--- src/rtl/lfo_channel_scheduler.sv ---
// lfo_channel_scheduler
//   Shares one sincos CORDIC core among CH_NUM LFO channels. Each channel has
//   its own phase accumulator. A sample tick snapshots every phase plus its
//   static offset. The snapshots are issued to the core one per cycle, and the
//   cosine results are collected in issue order. All channels are then
//   published together as unsigned modulator words.
//
// Ports
//   clk_i, srst_i       clock, synchronous active-high reset
//   sample_tick_i       starts a scheduling round (dropped + overrun_o if busy)
//   incr_en_i[c]        +1 step for channel c's phase accumulator
//   phase_offset_i      static offset, channel c at [c*AW +: AW]
//   core_valid_o/quadrant_o/angle_o   angle request to the shared core
//   core_valid_i/cos_i  signed cosine result, returned in issue order
//   modulator_o         unsigned modulator, channel c at [c*DW +: DW]
//   modulator_valid_o   one-cycle pulse when modulator_o is updated
//   busy_o              round in progress
//   overrun_o           one-cycle pulse after a dropped tick

// Per-channel phase accumulator; wraps modulo 2**AW.
module lfo_phase_acc #(
   parameter int AW = 11
) (
   input  logic          clk_i,
   input  logic          srst_i,
   input  logic          incr_en_i,
   output logic [AW-1:0] phase_o
);
   always_ff @(posedge clk_i) begin
      if (srst_i)         phase_o <= '0;
      else if (incr_en_i) phase_o <= phase_o + 1'b1;
   end
endmodule

module lfo_channel_scheduler #(
   parameter int CH_NUM = 4,
   parameter int AW     = 11,
   parameter int DW     = 9
) (
   input  logic                 clk_i,
   input  logic                 srst_i,
   input  logic                 sample_tick_i,
   input  logic [CH_NUM-1:0]    incr_en_i,
   input  logic [CH_NUM*AW-1:0] phase_offset_i,
   output logic                 core_valid_o,
   output logic [1:0]           core_quadrant_o,
   output logic [AW-3:0]        core_angle_o,
   input  logic                 core_valid_i,
   input  logic [DW-1:0]        core_cos_i,
   output logic [CH_NUM*DW-1:0] modulator_o,
   output logic                 modulator_valid_o,
   output logic                 busy_o,
   output logic                 overrun_o
);
   localparam int CW = $clog2(CH_NUM + 1);
   localparam int IW = (CH_NUM > 1) ? $clog2(CH_NUM) : 1;
   localparam logic [CW-1:0] CH_CNT  = CW'(CH_NUM);
   localparam logic [CW-1:0] CH_LAST = CW'(CH_NUM - 1);
   localparam logic [DW-1:0] MID     = {1'b1, {(DW-1){1'b0}}};

   typedef enum logic [1:0] {IDLE, ISSUE, DRAIN} state_t;

   state_t                       state;
   logic [CW-1:0]                issue_cnt, rx_cnt;
   logic [CH_NUM-1:0][AW-1:0]    phase, snap, shadow;
   logic [CH_NUM-1:0][DW-1:0]    stage, stage_nxt;
   logic [DW-1:0]                cos_u;
   logic                         capture, last_capture;

   // Per-channel accumulators and offset snapshots. The snapshot reads the
   // registered phase, so an increment in the tick cycle is not included.
   for (genvar c = 0; c < CH_NUM; c++) begin : g_ch
      lfo_phase_acc #(.AW(AW)) u_acc (
         .clk_i     (clk_i),
         .srst_i    (srst_i),
         .incr_en_i (incr_en_i[c]),
         .phase_o   (phase[c])
      );
      assign snap[c] = phase[c] + phase_offset_i[c*AW +: AW];
   end

   // Signed two's complement to offset binary: flip the sign bit.
   assign cos_u        = {~core_cos_i[DW-1], core_cos_i[DW-2:0]};
   assign capture      = core_valid_i && (state != IDLE) && (rx_cnt < CH_CNT);
   assign last_capture = capture && (rx_cnt == CH_LAST);
   assign busy_o       = (state != IDLE);

   // Staging with this cycle's result merged in. Publishing from this lets
   // modulator_valid_o follow the last capture by a single cycle.
   always_comb begin
      stage_nxt = stage;
      if (capture) stage_nxt[rx_cnt[IW-1:0]] = cos_u;
   end

   always_ff @(posedge clk_i) begin
      if (srst_i) begin
         state             <= IDLE;
         issue_cnt         <= '0;
         rx_cnt            <= '0;
         shadow            <= '0;
         stage             <= {CH_NUM{MID}};
         modulator_o       <= {CH_NUM{MID}};
         modulator_valid_o <= 1'b0;
         overrun_o         <= 1'b0;
         core_valid_o      <= 1'b0;
         core_quadrant_o   <= '0;
         core_angle_o      <= '0;
      end else begin
         modulator_valid_o <= 1'b0;
         overrun_o         <= 1'b0;
         stage             <= stage_nxt;
         if (capture) rx_cnt <= rx_cnt + 1'b1;
         if (last_capture) begin
            modulator_o       <= stage_nxt;
            modulator_valid_o <= 1'b1;
         end

         case (state)
            IDLE: begin
               core_valid_o <= 1'b0;
               if (sample_tick_i) begin
                  // Channel 0 goes out on the cycle right after the tick.
                  shadow                          <= snap;
                  {core_quadrant_o, core_angle_o} <= snap[0];
                  core_valid_o                    <= 1'b1;
                  issue_cnt                       <= CW'(1);
                  rx_cnt                          <= '0;
                  state                           <= ISSUE;
               end
            end
            ISSUE: begin
               if (sample_tick_i) overrun_o <= 1'b1;
               if (issue_cnt == CH_CNT) begin
                  core_valid_o <= 1'b0;
                  state        <= DRAIN;
               end else begin
                  {core_quadrant_o, core_angle_o} <= shadow[issue_cnt[IW-1:0]];
                  core_valid_o                    <= 1'b1;
                  issue_cnt                       <= issue_cnt + 1'b1;
               end
            end
            DRAIN: begin
               if (sample_tick_i) overrun_o <= 1'b1;
               if (rx_cnt == CH_CNT) state <= IDLE;
            end
            default: state <= IDLE;
         endcase
      end
   end
endmodule

--- config.mk ---
export PLATFORM = sky130hd
export DESIGN_NAME = lfo_channel_scheduler
export DESIGN_NICKNAME = d
export VERILOG_FILES = /design/src/rtl/lfo_channel_scheduler.sv
export SDC_FILE = /design/constraint.sdc
export NUM_CORES = 1
export LEC_CHECK = 0
export CAP_MARGIN = 30
export CORE_MARGIN = 2
export CORE_UTILIZATION = 60
export DETAILED_ROUTE_END_ITERATION = 16
export MAX_ROUTING_LAYER = met4
export PLACE_DENSITY = 0.87
export SLEW_MARGIN = 20
export SYNTH_ARGS = -nofsm -noshare
export SYNTH_HDL_FRONTEND = slang
export SYNTH_SLANG_ARGS = --single-unit
--- constraint.sdc ---
create_clock -name clk_i -period 4.4 [get_ports clk_i]
set_clock_uncertainty 0.2 [all_clocks]
set_input_delay 0.66 -clock clk_i [delete_from_list [all_inputs] [get_ports clk_i]]
set_output_delay 0.66 -clock clk_i [all_outputs]
set_load 0.02 [all_outputs]
==> results of run 1 <==
## power groups by stage
stage | clock network (mW) | logic [mW] | registers, mW
after floorplan | 0 | 0.357 | 1.82
after global placement | 0 | 0.557 | 1.82
after detailed placement | 0 | 0.571 | 1.82
after CTS | 1.53 | 0.579 | 1.78
after global routing | 1.60 | 0.633 | 1.79
final | 1.51 | 0.582 | 1.79
## final timing paths
path,startpoint,end
min reg2reg,shadow[25],shadow[25]
max reg2reg,state[1],modulator_o[11]
min,shadow[25],shadow[25]
max,state[1],modulator_o[11]
## per-stage QoR
step / util (%) / hold slack [ps] / cells / cell area, µm²
floorplan: - / 219.8 / 989 / 9027
detailed placement: 69.82 / 246.0 / 1249 / 10220
finish: 73.97 / 253.7 / 1281 / 10830
global placement: 69.82 / 236.5 / 1249 / 10220
global route: 73.97 / 277.0 / 1281 / 10830
CTS: 73.97 / 254.0 / 1281 / 10830
## sequential cells by signal (all words and copies together), names as in the netlist
signal,cells
modulator_o,36
core_angle_o,9
modulator_valid_o,1
issue_cnt,3
state,2
overrun_o,1
core_quadrant_o,2
shadow,44
stage,36
core_valid_o,1
g_ch.u_acc.phase_o,44
rx_cnt,3
## cell usage in the layout, fill, tap and decap left out, types with 17 or more instances in the layout
master           netlist  final
nand2_1               86     86
dfxtp_1              182    182
mux2i_1               43     43
o21ai_0               36     36
clkbuf_16              0     17
a21oi_1               66     66
nand3_1               22     22
ha_1                  54     54
xor2_1                34     34
nor2_1               160    160
a211oi_2              34     34
xnor2_1               28     28
clkdlybuf4s50_1        0    110
inv_1                 30     30
## routing by layer
layer,wire length [µm],part of all wire [%],vias up
met5,0,0,-
met4,530,2.6,0
met3,956,4.7,42
met2,9775,48,207
met1,8948,44,3409
li1,-,-,3655
## logic make-up after synthesis
kind of cell	synth area share [%]
AND/OR/NAND/NOR	16.70
flip-flops	40.36
multiplexers	7.678
XOR/XNOR	6.015
buffers and inverters	3.922
adder cells (fa/ha/maj)	8.372
AO/OA/AOI/OAI	16.95
## tightest hold or removal path: stages, from the launching register on
cell     delay, ps
dfxtp_1        310
nand2_1         50
a21oi_1         50
## cell type report
| class | count | area [µm²] | area share (%) |
|---|---|---|---|
| multi-input cells | 730 | 5031 | 46.44 |
| flip-flops and latches | 182 | 3643 | 33.63 |
| repair buffers | 122 | 1204 | 11.11 |
| clock buffers | 17 | 425.4 | 3.927 |
| well taps | 184 | 230.2 | 2.125 |
| clock inverters | 15 | 182.7 | 1.686 |
| inverters | 31 | 116.4 | 1.074 |
==> flow_summary.json, run 1 <==
{
  "die_area_um2": 16040,
  "root_buffer": "clkbuf_16",
  "synth.top_cell.area_share_pct": 40.36,
  "yosysUniqueCellTypes": 64,
  "slowest_delay_ps": 710,
  "crit_path_start_kind": "register",
  "cap_violations": 0,
  "dpl.hpwl_um": 14390,
  "fmax_mhz": 343.5,
  "crit_family": "simple AND/OR/NAND/NOR gates",
  "postCtsSetupBuffers": 0,
  "endpoint_kind": "register",
  "clock-sinks": 182,
  "grtUsageMet1_pct": 32.67,
  "avgRoutedWirePerCell_um": 15.78,
  "route.detailed.drc": 0,
  "antenna_found_initial": 0,
  "grt_max_degree": 75,
  "met2_usage_pct": 43.66,
  "ctsHoldBuffers": 0,
  "synth_common_cells": "dfxtp_1, nor2_1, nand2_1, a21oi_1, ha_1",
  "p_int_mw": 2.749,
  "setup_viol": 0,
  "fp.dieW_um": 126.7,
  "p_switching_mw": 1.134,
  "core_um2": 14640,
  "clk-insertion-delay-late_ps": 440,
  "htreeDepth": 4,
  "met3_usage_pct": 3.965,
  "status": "finished, final reports clean",
  "r2r_slack_ps": 1490,
  "yosys_warnings": 0,
  "grt_pass1_vias": 6822,
  "worstSetupPathType": "reg2reg",
  "grt_first_pass_wirelength_um": 33150,
  "grt-ovfl-total": 0,
  "synth_edf_count": 0,
  "crit_arrival_ps": 3070,
  "reg2reg_depth": 8,
  "whs_path_depth": 2,
  "finalHoldViolCount": 0,
  "gp_congestion": 0.8492,
  "num_rows": 44,
  "rsz0062_at_grt": "no",
  "synthFlopType": "dfxtp_1",
  "slew_headroom_pct": 37.76,
  "path_cells": "inv_1, ha_1, inv_2, and3_1, and2_2, buf_12, nor2_1, a211oi_2",
  "ant_nets": 0,
  "nets": 1203,
  "synth_area_leader_cell": "dfxtp_1",
  "ios": 112,
  "initial_utilization_pct": 61.65,
  "crit_buf_inv": 3,
  "total_power_mw": 3.883,
  "die_y_um": 126.7,
  "via_count": 7313,
  "syn-num-nets": 1108,
  "cts_made_buffers": 17,
  "io_buffers": 111,
  "sw_frac_of_total_pct": 29.20,
  "vdd_drop_max_mv": 0.2836,
  "hp-class": "reg2reg",
  "pwr-share-clk_pct": 39.0,
  "ys_ff_latch": 182,
  "drv_slew": 0,
  "tightestPinTransition_ps": 933.6,
  "leakage_nw": 4.400,
  "required_ps": 4560,
  "antennaDiodeCount": 0,
  "cts_tree": "built",
  "synth_area_um2": 9027,
  "netlist_instances": 989,
  "busiest_layer": "met2",
  "synthTopCellsByArea": "dfxtp_1, ha_1, nor2_1",
  "wirelength_um": 20210,
  "slowest_stage": "and2_2",
  "track_usage_pct": 26.43,
  "seqPwrFrac_pct": 46.0,
  "cellPowerDensity_nw_per_um2": 358.4,
  "fill_cells": 1033,
  "dpl_worst_slack_ps": 1158,
  "clk_path_buf_depth": 2,
  "combPwrFrac_pct": 15.0,
  "firstDrtPassIters": 5,
  "clk_pin_slew_worst_paths_ps": 80,
  "fin_crit_sh_pct": 66.17,
  "synth.avg_cell_area_um2": 9.128,
  "area_growth_pct": 20.00,
  "yosysMostFrequentCell": "dfxtp_1",
  "synth-seq-area-share_pct": 40.36,
  "viasPerCell": 5.709,
  "fin_tns_setup_ps": 0,
  "first_iter_violations": 577,
  "layout-drive-gt1-share_pct": 9.845,
  "fin_ws_ps": 1489,
  "cp.depth": 8,
  "cts_resized": 0,
  "fin_crit_ps": 2911,
  "async_flop_share_pct": 0,
  "worstPathMaxFanout": 34
}
(Power assumes the default switching activity.)
==> inputs of run 2 (changes only) <==
--- a/config.mk
+++ b/config.mk
@@ -7,10 +7,10 @@
 export LEC_CHECK = 0
 export CAP_MARGIN = 30
 export CORE_MARGIN = 2
-export CORE_UTILIZATION = 60
+export CORE_UTILIZATION = 56
 export DETAILED_ROUTE_END_ITERATION = 16
 export MAX_ROUTING_LAYER = met4
-export PLACE_DENSITY = 0.87
+export PLACE_DENSITY = 0.82
 export SLEW_MARGIN = 20
 export SYNTH_ARGS = -nofsm -noshare
 export SYNTH_HDL_FRONTEND = slang
==> constraint.sdc (replaced) <==
create_clock -name clk_i -period 2.9 [get_ports clk_i]
set_clock_uncertainty 0.2 [all_clocks]
set_input_delay 0.435 -clock clk_i [delete_from_list [all_inputs] [get_ports clk_i]]
set_output_delay 0.435 -clock clk_i [all_outputs]
set_load 0.02 [all_outputs]
==> run 2 against run 1 <==
Worst setup slack got worse by 1200 ps. Core utilization down 4.8 points. Combinational power rose by 54%. Total power up 52%. Via count is 1.3% higher. Clock power up 52%. Sequential cell count unchanged. Worst hold slack improved by 1.0 ps. Global-route usage shrank 2.1 points. First-iteration DRC count is 10% lower. Die area increased by 6.9%. Non-clock buffer count rose by 8. Critical path type is now reg2out. Largest cell class unchanged. Highest routed layer unchanged.
==> flow_summary.json, run 2 (same netlist as run 1, synthesis figures left out) <==
{
  "clk_path_buf_depth": 2,
  "gp_congestion": 0.8553,
  "worstPathMaxFanout": 8,
  "fill_cells": 1210,
  "fin_crit_sh_pct": 88.66,
  "layout_commonest_cell": "dfxtp_1",
  "crit_family": "buffers and inverters",
  "fin_crit_ps": 2571,
  "endpoint_kind": "primary output",
  "avgRoutedWirePerCell_um": 15.18,
  "clock-sinks": 182,
  "route.detailed.drc": 0,
  "hp-class": "reg2reg",
  "crit_buf_inv": 3,
  "grt_first_pass_wirelength_um": 32160,
  "path_cells": "inv_1, ha_1, inv_2, clkdlybuf4s50_1",
  "top_regs": "g_ch.u_acc.phase_o: 44 flops, shadow: 44 flops",
  "status": "finished, final reports clean",
  "area_growth_pct": 21.33,
  "cap_violations": 0,
  "postCtsSetupBuffers": 0,
  "ios": 112,
  "cts_tree": "built",
  "slowest_stage": "clkdlybuf4s50_1",
  "ctsHoldBuffers": 0,
  "viasPerCell": 5.608,
  "worstSetupPathType": "reg2out",
  "wirelength_um": 20060,
  "initial_utilization_pct": 57.04,
  "vdd_drop_max_mv": 0.4666,
  "seq_area_um2": 3643,
  "track_usage_pct": 24.36,
  "nets": 1211,
  "grt_max_degree": 156,
  "cts_resized": 0,
  "fmax_mhz": 388.9,
  "clk-insertion-delay-late_ps": 440,
  "cellPowerDensity_nw_per_um2": 537.2,
  "crit_path_start_kind": "register",
  "most-common-layout-cells": "dfxtp_1, nor2_1, clkdlybuf4s50_1, nand2_1, a21oi_1",
  "die_area_um2": 17150,
  "core_um2": 15830,
  "drv_slew": 0,
  "place_area_um2": 10350,
  "fin_area_um2": 10950,
  "grt_pass1_vias": 6669,
  "root_buffer": "clkbuf_16",
  "layout-drive-gt1-share_pct": 10.50,
  "finalHoldViolCount": 0,
  "slew_headroom_pct": 50.51,
  "dpl.hpwl_um": 14450,
  "io_buffers": 111,
  "num_rows": 46,
  "clk_pin_slew_worst_paths_ps": 70,
  "antenna_found_initial": 0,
  "antennaDiodeCount": 0,
  "rsz0062_at_grt": "no",
  "required_ps": 2270,
  "fp.dieW_um": 131.0,
  "slowest_delay_ps": 620,
  "htreeDepth": 4,
  "tightestPinTransition_ps": 742.4,
  "leakage_nw": 4.449,
  "holdWs_ps": 254.7,
  "first_iter_violations": 518,
  "firstDrtPassIters": 5,
  "setup_viol": 0,
  "cts_made_buffers": 17,
  "ant_nets": 0,
  "crit_arrival_ps": 1940,
  "grt-ovfl-total": 0,
  "multi_input_area_um2": 5031,
  "die_y_um": 131.0,
  "via_count": 7408
}
-- run 2: changes by cell type in the layout (fill, tap and decap cells not counted) --
cell,before,now
buf_12,1,3
inv_8,2,3
buf_4,11,17
clkinv_8,7,6
-- run 2: worst min-delay path: stages (launching register included) --
cell and delay [ps]:
dfxtp_1 310, nand2_1 50, a21oi_1 50
-- run 2: worst paths after layout --
kind                                  from          to  slack (ps)  depth (start not counted)
setup / recovery                  state[0]      busy_o         330                          4
setup reg to reg  g_ch[1].u_acc.phase_o[0]  shadow[21]         420                          9
hold reg to reg                 shadow[25]  shadow[25]         250                          2
hold / removal                  shadow[25]  shadow[25]         250                          2
-- run 2: cell type report --
cell class / instances / area share (%)
multi-input combinational: 730 / 45.93
sequential: 182 / 33.26
timing repair buffer: 130 / 11.77
clock buffer: 17 / 3.884
tap: 216 / 2.467
clock inverter: 15 / 1.622
inverter: 31 / 1.062
-- run 2: routing by layer --
metal | vias up | track usage (%) | wire length (µm)
li1 | 3673 | - | -
met1 | 3531 | 32.49 | 9468
met2 | 177 | 37.98 | 9441
met3 | 27 | 4.642 | 834
met4 | 0 | 6.946 | 314
met5 | - | - | 0
-- run 2: power by group --
| group | internal (mW) | switching [mW] | total [mW] |
|---|---|---|---|
| Combinational | 0.400 | 0.495 | 0.895 |
| Clock | 1.16 | 1.13 | 2.29 |
| Sequential | 2.62 | 0.0852 | 2.70 |
| Total | 4.18 | 1.71 | 5.88 |
-- run 2: per-stage QoR --
stage               total power, mW  utilization, %  worst slack, ps  setup TNS, ps  instances
floorplan                     3.306               -            476.8              0        989
global placement              3.619           65.39            25.87              0       1289
detailed placement            3.639           65.39           -29.52         -45.45       1289
CTS                           5.907           69.20            328.3              0       1321
global route                  6.102           69.20            226.9              0       1321
finish                        5.884           69.20            328.8              0       1321
